File: src/rtl/cdb_arbiter_if.sv
// Handshake and broadcast bundle for cdb_arbiter: ALU and LSB requesters in, CDB broadcast out.
// The slave modport is the arbiter side and the master modport is the requester/consumer side.
interface cdb_arbiter_if #(
    parameter int TAG_W  = 5,
    parameter int DATA_W = 32
);
    logic              alu_valid;
    logic              alu_ready;
    logic [TAG_W-1:0]  alu_tag;
    logic [DATA_W-1:0] alu_val;
    logic [DATA_W-1:0] alu_npc;
    logic              lsb_valid;
    logic              lsb_ready;
    logic [TAG_W-1:0]  lsb_tag;
    logic [DATA_W-1:0] lsb_val;
    logic              cdb_valid;
    logic [TAG_W-1:0]  cdb_tag;
    logic [DATA_W-1:0] cdb_val;
    logic [DATA_W-1:0] cdb_npc;
    logic              cdb_src;

    modport slave (
        input  alu_valid, alu_tag, alu_val, alu_npc, lsb_valid, lsb_tag, lsb_val,
        output alu_ready, lsb_ready, cdb_valid, cdb_tag, cdb_val, cdb_npc, cdb_src
    );

    modport master (
        output alu_valid, alu_tag, alu_val, alu_npc, lsb_valid, lsb_tag, lsb_val,
        input  alu_ready, lsb_ready, cdb_valid, cdb_tag, cdb_val, cdb_npc, cdb_src
    );
endinterface

File: src/rtl/cdb_arbiter.sv
// Common data bus arbiter: two per-requester FIFOs (ALU, LSB) feeding one registered broadcast.
// Define CDB_ROUND_ROBIN_EN for round-robin grant; default build gives the ALU fixed priority.
module cdb_arbiter #(
    parameter int TAG_W      = 5,
    parameter int DATA_W     = 32,
    parameter int FIFO_DEPTH = 2
) (
    input  logic           clk_in,
    input  logic           rst_in,
    input  logic           rdy_in,
    input  logic           clear,
    cdb_arbiter_if.slave   bus
);
    localparam int CNT_W = $clog2(FIFO_DEPTH + 1);
    localparam int PTR_W = (FIFO_DEPTH > 1) ? $clog2(FIFO_DEPTH) : 1;
    localparam logic [CNT_W-1:0] DEPTH_C  = CNT_W'(FIFO_DEPTH);
    localparam logic [PTR_W-1:0] LAST_PTR = PTR_W'(FIFO_DEPTH - 1);

    logic [TAG_W-1:0]  alu_tag_mem [FIFO_DEPTH];
    logic [DATA_W-1:0] alu_val_mem [FIFO_DEPTH];
    logic [DATA_W-1:0] alu_npc_mem [FIFO_DEPTH];
    logic [TAG_W-1:0]  lsb_tag_mem [FIFO_DEPTH];
    logic [DATA_W-1:0] lsb_val_mem [FIFO_DEPTH];

    logic [PTR_W-1:0]  alu_wr_ptr_r, alu_rd_ptr_r, lsb_wr_ptr_r, lsb_rd_ptr_r;
    logic [CNT_W-1:0]  alu_cnt_r, lsb_cnt_r;
    logic              cdb_valid_r, cdb_src_r;
    logic [TAG_W-1:0]  cdb_tag_r;
    logic [DATA_W-1:0] cdb_val_r, cdb_npc_r;
`ifdef CDB_ROUND_ROBIN_EN
    logic              last_alu_r;
`endif

    logic enable_s, alu_ready_s, lsb_ready_s, alu_push_s, lsb_push_s;
    logic alu_pop_s, lsb_pop_s, alu_first_s, alu_ne_s, lsb_ne_s;

    function automatic logic [PTR_W-1:0] ptr_inc(input logic [PTR_W-1:0] p);
        if (p == LAST_PTR) begin
            return {PTR_W{1'b0}};
        end else begin
            return p + PTR_W'(1);
        end
    endfunction

    // Handshake and grant decode; ready depends only on registered counts and the global controls.
    always_comb begin
        enable_s    = rst_in && rdy_in && !clear;
        alu_ne_s    = (alu_cnt_r != {CNT_W{1'b0}});
        lsb_ne_s    = (lsb_cnt_r != {CNT_W{1'b0}});
        alu_ready_s = enable_s && (alu_cnt_r < DEPTH_C);
        lsb_ready_s = enable_s && (lsb_cnt_r < DEPTH_C);
        alu_push_s  = alu_ready_s && bus.alu_valid && (bus.alu_tag != {TAG_W{1'b0}});
        lsb_push_s  = lsb_ready_s && bus.lsb_valid && (bus.lsb_tag != {TAG_W{1'b0}});
`ifdef CDB_ROUND_ROBIN_EN
        alu_first_s = !last_alu_r;
`else
        alu_first_s = 1'b1;
`endif
        alu_pop_s   = enable_s && alu_ne_s && (!lsb_ne_s || alu_first_s);
        lsb_pop_s   = enable_s && lsb_ne_s && !alu_pop_s;
    end

    assign bus.alu_ready = alu_ready_s;
    assign bus.lsb_ready = lsb_ready_s;
    assign bus.cdb_valid = cdb_valid_r;
    assign bus.cdb_tag   = cdb_tag_r;
    assign bus.cdb_val   = cdb_val_r;
    assign bus.cdb_npc   = cdb_npc_r;
    assign bus.cdb_src   = cdb_src_r;

    // FIFO payload storage; only written on an accepted non-zero-tag push.
    always_ff @(posedge clk_in) begin
        if (alu_push_s) begin
            alu_tag_mem[alu_wr_ptr_r] <= bus.alu_tag;
            alu_val_mem[alu_wr_ptr_r] <= bus.alu_val;
            alu_npc_mem[alu_wr_ptr_r] <= bus.alu_npc;
        end
        if (lsb_push_s) begin
            lsb_tag_mem[lsb_wr_ptr_r] <= bus.lsb_tag;
            lsb_val_mem[lsb_wr_ptr_r] <= bus.lsb_val;
        end
    end

    // Pointers, counts, grant history and broadcast register; reset beats clear beats stall.
    always_ff @(posedge clk_in) begin
        if (!rst_in || clear) begin
            alu_wr_ptr_r <= {PTR_W{1'b0}};
            alu_rd_ptr_r <= {PTR_W{1'b0}};
            lsb_wr_ptr_r <= {PTR_W{1'b0}};
            lsb_rd_ptr_r <= {PTR_W{1'b0}};
            alu_cnt_r    <= {CNT_W{1'b0}};
            lsb_cnt_r    <= {CNT_W{1'b0}};
            cdb_valid_r  <= 1'b0;
            cdb_src_r    <= 1'b0;
            cdb_tag_r    <= {TAG_W{1'b0}};
            cdb_val_r    <= {DATA_W{1'b0}};
            cdb_npc_r    <= {DATA_W{1'b0}};
`ifdef CDB_ROUND_ROBIN_EN
            last_alu_r   <= 1'b0;
`endif
        end else if (rdy_in) begin
            if (alu_push_s) alu_wr_ptr_r <= ptr_inc(alu_wr_ptr_r);
            if (alu_pop_s)  alu_rd_ptr_r <= ptr_inc(alu_rd_ptr_r);
            if (lsb_push_s) lsb_wr_ptr_r <= ptr_inc(lsb_wr_ptr_r);
            if (lsb_pop_s)  lsb_rd_ptr_r <= ptr_inc(lsb_rd_ptr_r);
            case ({alu_push_s, alu_pop_s})
                2'b10:   alu_cnt_r <= alu_cnt_r + CNT_W'(1);
                2'b01:   alu_cnt_r <= alu_cnt_r - CNT_W'(1);
                default: alu_cnt_r <= alu_cnt_r;
            endcase
            case ({lsb_push_s, lsb_pop_s})
                2'b10:   lsb_cnt_r <= lsb_cnt_r + CNT_W'(1);
                2'b01:   lsb_cnt_r <= lsb_cnt_r - CNT_W'(1);
                default: lsb_cnt_r <= lsb_cnt_r;
            endcase
`ifdef CDB_ROUND_ROBIN_EN
            if (alu_pop_s || lsb_pop_s) last_alu_r <= alu_pop_s;
`endif
            if (alu_pop_s) begin
                cdb_valid_r <= 1'b1;
                cdb_src_r   <= 1'b0;
                cdb_tag_r   <= alu_tag_mem[alu_rd_ptr_r];
                cdb_val_r   <= alu_val_mem[alu_rd_ptr_r];
                cdb_npc_r   <= alu_npc_mem[alu_rd_ptr_r];
            end else if (lsb_pop_s) begin
                cdb_valid_r <= 1'b1;
                cdb_src_r   <= 1'b1;
                cdb_tag_r   <= lsb_tag_mem[lsb_rd_ptr_r];
                cdb_val_r   <= lsb_val_mem[lsb_rd_ptr_r];
                cdb_npc_r   <= {DATA_W{1'b0}};
            end else begin
                cdb_valid_r <= 1'b0;
                cdb_src_r   <= 1'b0;
                cdb_tag_r   <= {TAG_W{1'b0}};
                cdb_val_r   <= {DATA_W{1'b0}};
                cdb_npc_r   <= {DATA_W{1'b0}};
            end
        end else begin
            cdb_valid_r <= cdb_valid_r;
        end
    end
endmodule

File: src/flat_wrapper.sv
// flat-port wrapper written by rule: the top's interface ports become plain ports
module cdb_arbiter_flat 
#(
    parameter int TAG_W      = 5,
    parameter int DATA_W     = 32,
    parameter int FIFO_DEPTH = 2
)
  (clk_in, rst_in, rdy_in, clear, bus_alu_valid, bus_alu_tag, bus_alu_val, bus_alu_npc, bus_lsb_valid, bus_lsb_tag, bus_lsb_val, bus_alu_ready, bus_lsb_ready, bus_cdb_valid, bus_cdb_tag, bus_cdb_val, bus_cdb_npc, bus_cdb_src);
  cdb_arbiter_if #(.TAG_W(TAG_W), .DATA_W(DATA_W)) bus_i ();
  input  logic clk_in;
  input  logic rst_in;
  input  logic rdy_in;
  input  logic clear;
  input wire logic [$bits(bus_i.alu_valid)-1:0] bus_alu_valid;
  input wire logic [$bits(bus_i.alu_tag)-1:0] bus_alu_tag;
  input wire logic [$bits(bus_i.alu_val)-1:0] bus_alu_val;
  input wire logic [$bits(bus_i.alu_npc)-1:0] bus_alu_npc;
  input wire logic [$bits(bus_i.lsb_valid)-1:0] bus_lsb_valid;
  input wire logic [$bits(bus_i.lsb_tag)-1:0] bus_lsb_tag;
  input wire logic [$bits(bus_i.lsb_val)-1:0] bus_lsb_val;
  output wire logic [$bits(bus_i.alu_ready)-1:0] bus_alu_ready;
  output wire logic [$bits(bus_i.lsb_ready)-1:0] bus_lsb_ready;
  output wire logic [$bits(bus_i.cdb_valid)-1:0] bus_cdb_valid;
  output wire logic [$bits(bus_i.cdb_tag)-1:0] bus_cdb_tag;
  output wire logic [$bits(bus_i.cdb_val)-1:0] bus_cdb_val;
  output wire logic [$bits(bus_i.cdb_npc)-1:0] bus_cdb_npc;
  output wire logic [$bits(bus_i.cdb_src)-1:0] bus_cdb_src;
  assign bus_i.alu_valid = bus_alu_valid;
  assign bus_i.alu_tag = bus_alu_tag;
  assign bus_i.alu_val = bus_alu_val;
  assign bus_i.alu_npc = bus_alu_npc;
  assign bus_i.lsb_valid = bus_lsb_valid;
  assign bus_i.lsb_tag = bus_lsb_tag;
  assign bus_i.lsb_val = bus_lsb_val;
  assign bus_alu_ready = bus_i.alu_ready;
  assign bus_lsb_ready = bus_i.lsb_ready;
  assign bus_cdb_valid = bus_i.cdb_valid;
  assign bus_cdb_tag = bus_i.cdb_tag;
  assign bus_cdb_val = bus_i.cdb_val;
  assign bus_cdb_npc = bus_i.cdb_npc;
  assign bus_cdb_src = bus_i.cdb_src;
  cdb_arbiter #(.TAG_W(TAG_W), .DATA_W(DATA_W), .FIFO_DEPTH(FIFO_DEPTH)) u_core (.clk_in(clk_in), .rst_in(rst_in), .rdy_in(rdy_in), .clear(clear), .bus(bus_i));
endmodule
File: config.mk
export PLATFORM = sky130hd
export DESIGN_NAME = cdb_arbiter_flat
export DESIGN_NICKNAME = d
export VERILOG_FILES = /design/src/rtl/cdb_arbiter_if.sv /design/src/rtl/cdb_arbiter.sv /design/src/flat_wrapper.sv
export SDC_FILE = /design/constraint.sdc
export NUM_CORES = 1
export LEC_CHECK = 0
export BUFFER_PORTS_ARGS = -buffer_cell sky130_fd_sc_hd__buf_2
export CAP_MARGIN = 10
export CORE_MARGIN = 4
export CORE_UTILIZATION = 25
export DETAILED_ROUTE_END_ITERATION = 8
export PLACE_DENSITY = 0.4
export SYNTH_ARGS = -nofsm -noshare
export SYNTH_HDL_FRONTEND = slang
export SYNTH_SLANG_ARGS = --single-unit
File: constraint.sdc
create_clock -name clk_in -period 6.9 [get_ports clk_in]
set_input_delay 1.38 -clock clk_in [delete_from_list [all_inputs] [get_ports clk_in]]
set_output_delay 1.38 -clock clk_in [all_outputs]
set_load 0.005 [all_outputs]
Word level (Yosys, flattened, before mapping)
Memories as Yosys holds them, arrays and structs flattened. A register that Yosys moved wholly into a read port is not among the register bits. Cells that the tools add are included.

Flip-flop bits (word level): 79. Memory bits (read-only): 0. Output and inout port bits: 73. Memory bits (writable): 212. Bits in latches: 0. Memories: 5. Bits of input ports: 112. Word-level logic and storage cells: 85.

Multipliers: 0. Div/mod/pow operators: 0. Reduce and logical (&&, ||, !) cells: 27. Add/sub/neg operators: 8. Equal/unequal tests: 4. $lt $le $gt $ge: 2. Mux-type cells: 28. Bitwise gates (word level): 0. Shifts and indexed selects: 0.

Memory list: u_core.alu_npc_mem (depth 2, bits a word 32, rd ports 1, clocked after memory_dff 1, write ports 1, RTL line cdb_arbiter.sv:21) `logic [DATA_W-1:0] alu_npc_mem [FIFO_DEPTH];`; u_core.alu_val_mem (depth 2, bits a word 32, rd ports 1, clocked after memory_dff 1, write ports 1, RTL line cdb_arbiter.sv:20) `logic [DATA_W-1:0] alu_val_mem [FIFO_DEPTH];`; u_core.lsb_val_mem (depth 2, bits a word 32, rd ports 1, clocked after memory_dff 1, write ports 1, RTL line cdb_arbiter.sv:23) `logic [DATA_W-1:0] lsb_val_mem [FIFO_DEPTH];`; u_core.alu_tag_mem (depth 2, bits a word 5, rd ports 1, clocked after memory_dff 1, write ports 1, RTL line cdb_arbiter.sv:19) `logic [TAG_W-1:0] alu_tag_mem [FIFO_DEPTH];`; u_core.lsb_tag_mem (depth 2, bits a word 5, rd ports 1, clocked after memory_dff 1, write ports 1, RTL line cdb_arbiter.sv:22) `logic [TAG_W-1:0] lsb_tag_mem [FIFO_DEPTH];`.

Operators with widths (number): $mux W32 (3); $mux W1 (21); $reduce_and A2 Y1 (6); $logic_and A1 B1 Y1 (11); $mux W5 (2); $reduce_bool A5 Y1 (2); $pmux W2 S2 (2); $reduce_bool A2 Y1 (4); $add A1 B1 Y1 const B (4); $add A2 B1 Y2 const B (2); $eq A2 B1 Y1 const B (2); $eq A2 B2 Y1 const B (2); $lt A2 B2 Y1 const B (2); $sub A2 B1 Y2 const B (2); $logic_not A1 Y1 (3); $logic_or A1 B1 Y1 (1).

Depth between registers and ports, before layout
Word-level depth: 8. Depth in mapped cells: 9. Depth with buffers taken out: 6.

Worst setup path after synthesis
No wires, ideal clock.

Path type: input-to-reg. Start point: input port rdy_in. End point: memory u_core.alu_npc_mem[0][0], enable pin. Stages on the path: 4. Data arrival time: 4.827 ns. Setup time: 0.497 ns. Setup slack: 1.576 ns. Path through: clkbuf_2 and4bb_2 o211ai_2 nor2_1.

Word-level cells in the longest chain between the ends: 7.

Ends and longest elaborated chain: start: declaration (RTL line flat_wrapper.sv:12) `input logic rdy_in;`; $logic_and A1 B1 Y1 (2 in a row) (RTL line cdb_arbiter.sv:47) `enable_s = rst_in && rdy_in && !clear;`; $logic_and A1 B1 Y1 (RTL line cdb_arbiter.sv:50) `alu_ready_s = enable_s && (alu_cnt_r < DEPTH_C);`; via bus_alu_ready (RTL line flat_wrapper.sv:21) `output wire logic [$bits(bus_i.alu_ready)-1:0] bus_alu_ready;`; $logic_and A1 B1 Y1 (2 in a row) (RTL line cdb_arbiter.sv:52) `alu_push_s = alu_ready_s && bus.alu_valid && (bus.alu_tag != {TAG_W{1'b0}});`; $mux W1 (RTL line cdb_arbiter.sv:73) `if (alu_push_s) begin`; $mux W1 (not written as such) (RTL line cdb_arbiter.sv:76) `alu_npc_mem[alu_wr_ptr_r] <= bus.alu_npc;`; end: declaration (RTL line cdb_arbiter.sv:21).

The timed path passes the listed nets, and every way through them passes these cells.

Worst setup path in the final report
Start point: input port rdy_in. End point: output port bus_lsb_ready.

Word-level cells in the longest chain between the ends: 3.

Ends and longest elaborated chain: $logic_and A1 B1 Y1 (2 in a row) (RTL line cdb_arbiter.sv:47); $logic_and A1 B1 Y1 (RTL line cdb_arbiter.sv:51) `lsb_ready_s = enable_s && (lsb_cnt_r < DEPTH_C);`; end: declaration (RTL line flat_wrapper.sv:22) `output wire logic [$bits(bus_i.lsb_ready)-1:0] bus_lsb_ready;`.

Every way passes these cells.

==> results.json <==
{
  "synth_area_per_cell_sq_um": 14.7,
  "wl_per_cell_um": 19.8,
  "clk_latency_ns": 0.54,
  "antenna_found_initial": 6,
  "cp.required_ns": 5.52,
  "io_pins": 185,
  "cts.repair.resized": 0,
  "grtUsageTotal_pct": 12.7,
  "die_h_um": 219,
  "rrSetupSlack_ns": 4.16,
  "cts_tree": "yes",
  "vias": 6752,
  "start_util_pct": 25.5,
  "numCtsBuffers": 36,
  "netlist_instances": 756,
  "synth_edf_count": 212,
  "yosysUniqueCellTypes": 34,
  "synthTopCellsByArea": "edfxtp_1 57%, dfxtp_1 15%, mux2_2 11%",
  "drv_cap": 0,
  "rsz0062_at_grt": "false",
  "yosys_register_bits": 293,
  "h-tree-depth": 2,
  "place.gp.congestion": 0.680,
  "grt_pass1_wl_mm": 45.7,
  "grt_max_degree": 81,
  "post-cts-setup-buffers": 0,
  "syn_area_sq_mm": 0.0111,
  "max_freq_mhz": 271,
  "powerDensity_mw_per_mm2": 279,
  "crit_buf_inv": 2,
  "end_kind": "output pin",
  "dieArea_sq_mm": 0.0479,
  "areaGrowthSynthToFinish_pct": 23.8,
  "yosys-top-cells-count": "212 x edfxtp_1, 106 x mux2_2, 81 x dfxtp_1",
  "crit_type": "in2out",
  "wirelength_mm": 30.5,
  "power.total_w": 0.00384,
  "core_sq_mm": 0.0436,
  "path_max_fanout": 38,
  "ys_seq_area_share_pct": 71.9,
  "rows": 76,
  "cpPeakStageDelay_ns": 0.39,
  "outcome": "complete, no violations",
  "cts.sinks": 293,
  "fin_worst_skew_ns": 0.0229,
  "dr.pass1.iters": 4,
  "cp-start-kind": "primary input",
  "synth.largest_area_cell": "edfxtp_1",
  "port_buffers": 184,
  "setup_tns_ns": 0,
  "period_needed_ns": 3.69,
  "nFillCells": 4495,
  "period_share_pct": 53.4,
  "setup_violations": 0,
  "irDropWorstVdd_mv": 0.128,
  "hold_path.class": "reg2reg",
  "worst_path_dominant_cell_family": "buffers and inverters",
  "final_nets": 1041,
  "overflow": 0,
  "via_per_inst": 4.38,
  "max_slew.worst_pin.slew_ns": 1.17,
  "dpl_cell_area_sq_mm": 0.0126,
  "drive_gt1_share_pct": 38.2,
  "drv_slew": 0,
  "die_w_um": 219,
  "p_leak_nw": 4.72,
  "synth.most_common_cell": "edfxtp_1",
  "hpwl_mm": 18.7,
  "cts_buffer_depth": 3,
  "finalHoldViolations": 0,
  "slowest_stage": "and4bb_2",
  "grt_pass1_vias": 7115,
  "cts_root_buf": "clkbuf_16",
  "drt-initial-drc-count": 402,
  "clkTransAtPathRegs_ns": 0.06,
  "synth_async_sr_flop_share_pct": 0,
  "drcViolationCount": 0,
  "slew_headroom_pct": 21.9,
  "hold_buffers": 0,
  "synthFlopType": "edfxtp_1",
  "cp_cell_sequence": "buf_4 > and4bb_2 > buf_2",
  "critPathArrivalTime_ns": 2.31,
  "syn-num-nets": 870,
  "final_antenna_net_count": 0,
  "synth_top_area_share_pct": 57.3,
  "design_area_sq_mm": 0.0138,
  "ys_warn_count": 0
}
-- flip-flops by register name, summed over array words and instances (netlist names), named ones only --
| signal | cells |
|---|---|
| u_core.alu_cnt_r | 2 |
| u_core.lsb_val_mem | 64 |
| u_core.lsb_rd_ptr_r | 1 |
| u_core.alu_wr_ptr_r | 1 |
| u_core.lsb_cnt_r | 2 |
| u_core.lsb_wr_ptr_r | 1 |
| u_core.lsb_tag_mem | 10 |
| u_core.alu_tag_mem | 10 |
| u_core.bus.cdb_src | 1 |
| u_core.bus.cdb_val | 32 |
| u_core.bus.cdb_tag | 5 |
| u_core.alu_rd_ptr_r | 1 |
| u_core.bus.cdb_valid | 1 |
| u_core.alu_npc_mem | 64 |
| u_core.bus.cdb_npc | 32 |
| u_core.alu_val_mem | 64 |
-- layout make-up --
type,instances,area (sq um),share of cell area [%]
inverter,2,7.51,0.0546
antenna,2,5.00,0.0364
sequential,293,7990,58.1
timing repair buffer,192,983,7.15
clock buffer,54,1030,7.49
tap,585,732,5.32
multi-input combinational,402,2910,21.2
clock inverter,10,93.8,0.682
-- tightest hold or removal path, cell delays in order (launching register included) --
cell,delay (ns)
dfxtp_1,0.31
o31ai_1,0.08
a21oi_1,0.07
-- cell families after synthesis --
kind of cell,share of synthesized area [%]
flip-flops,71.9
AND/OR/NAND/NOR,8.25
AO/OA/AOI/OAI,5.99
multiplexers,10.9
buffers and inverters,2.37
XOR/XNOR,0.394
adder cells (fa/ha/maj),0.225
-- path summary, 6_finish.rpt --
| check | startpoint | endpoint | cells past startpoint |
|---|---|---|---|
| setup / recovery | rdy_in | bus_lsb_ready | 3 |
| hold / removal | u_core.lsb_rd_ptr_r$_SDFFE_PP0P_ | flop | 2 |
| setup reg to reg | u_core.alu_cnt_r[1]$_SDFFE_PP0P_ | u_core.alu_val_mem[0][12]$_DFFE_PP_ | 4 |
| hold reg to reg | u_core.lsb_rd_ptr_r$_SDFFE_PP0P_ | flop | 2 |
-- cells in the final DEF (no fill, tap or decap), types with 3 or more instances in the layout --
| cell type | count |
|---|---|
| buf_2 | 183 |
| clkbuf_16 | 38 |
| o21ai_0 | 40 |
| clkbuf_1 | 14 |
| buf_4 | 9 |
| nor2b_1 | 33 |
| a21oi_1 | 36 |
| dfxtp_1 | 79 |
| nand4_1 | 37 |
| nand3_1 | 37 |
| edfxtp_1 | 212 |
| xnor2_1 | 3 |
| clkinv_2 | 4 |
| mux2_2 | 106 |
| nor2_1 | 37 |
| a31oi_1 | 38 |
| nor2_4 | 5 |
-- power breakdown --
part	switching (W)	internal, W
Clock	0.000735	0.00107
Combinational	0.0000757	0.0000443
Sequential	0.00000732	0.00191
Total	0.000818	0.00303
-- routing by layer --
metal  share of wire, %  global-route usage (%)
met2                 47                    20.6
met3                6.2                    3.84
met5               0.13                       0
met4                2.5                    4.32
met1                 45                    16.3
-- through the flow --
stage,worst slack [ns],util [%],hold slack [ns],std cells
2_1_floorplan,1.58,-,0.450,756
3_3_place_gp,2.60,29.0,0.487,1474
3_5_place_dp,2.60,29.0,0.488,1474
4_1_cts,3.18,31.6,0.465,1538
5_1_grt,3.08,31.6,0.499,1538
6_report,3.21,31.6,0.481,1540
Power figures use the tool's default switching activity.
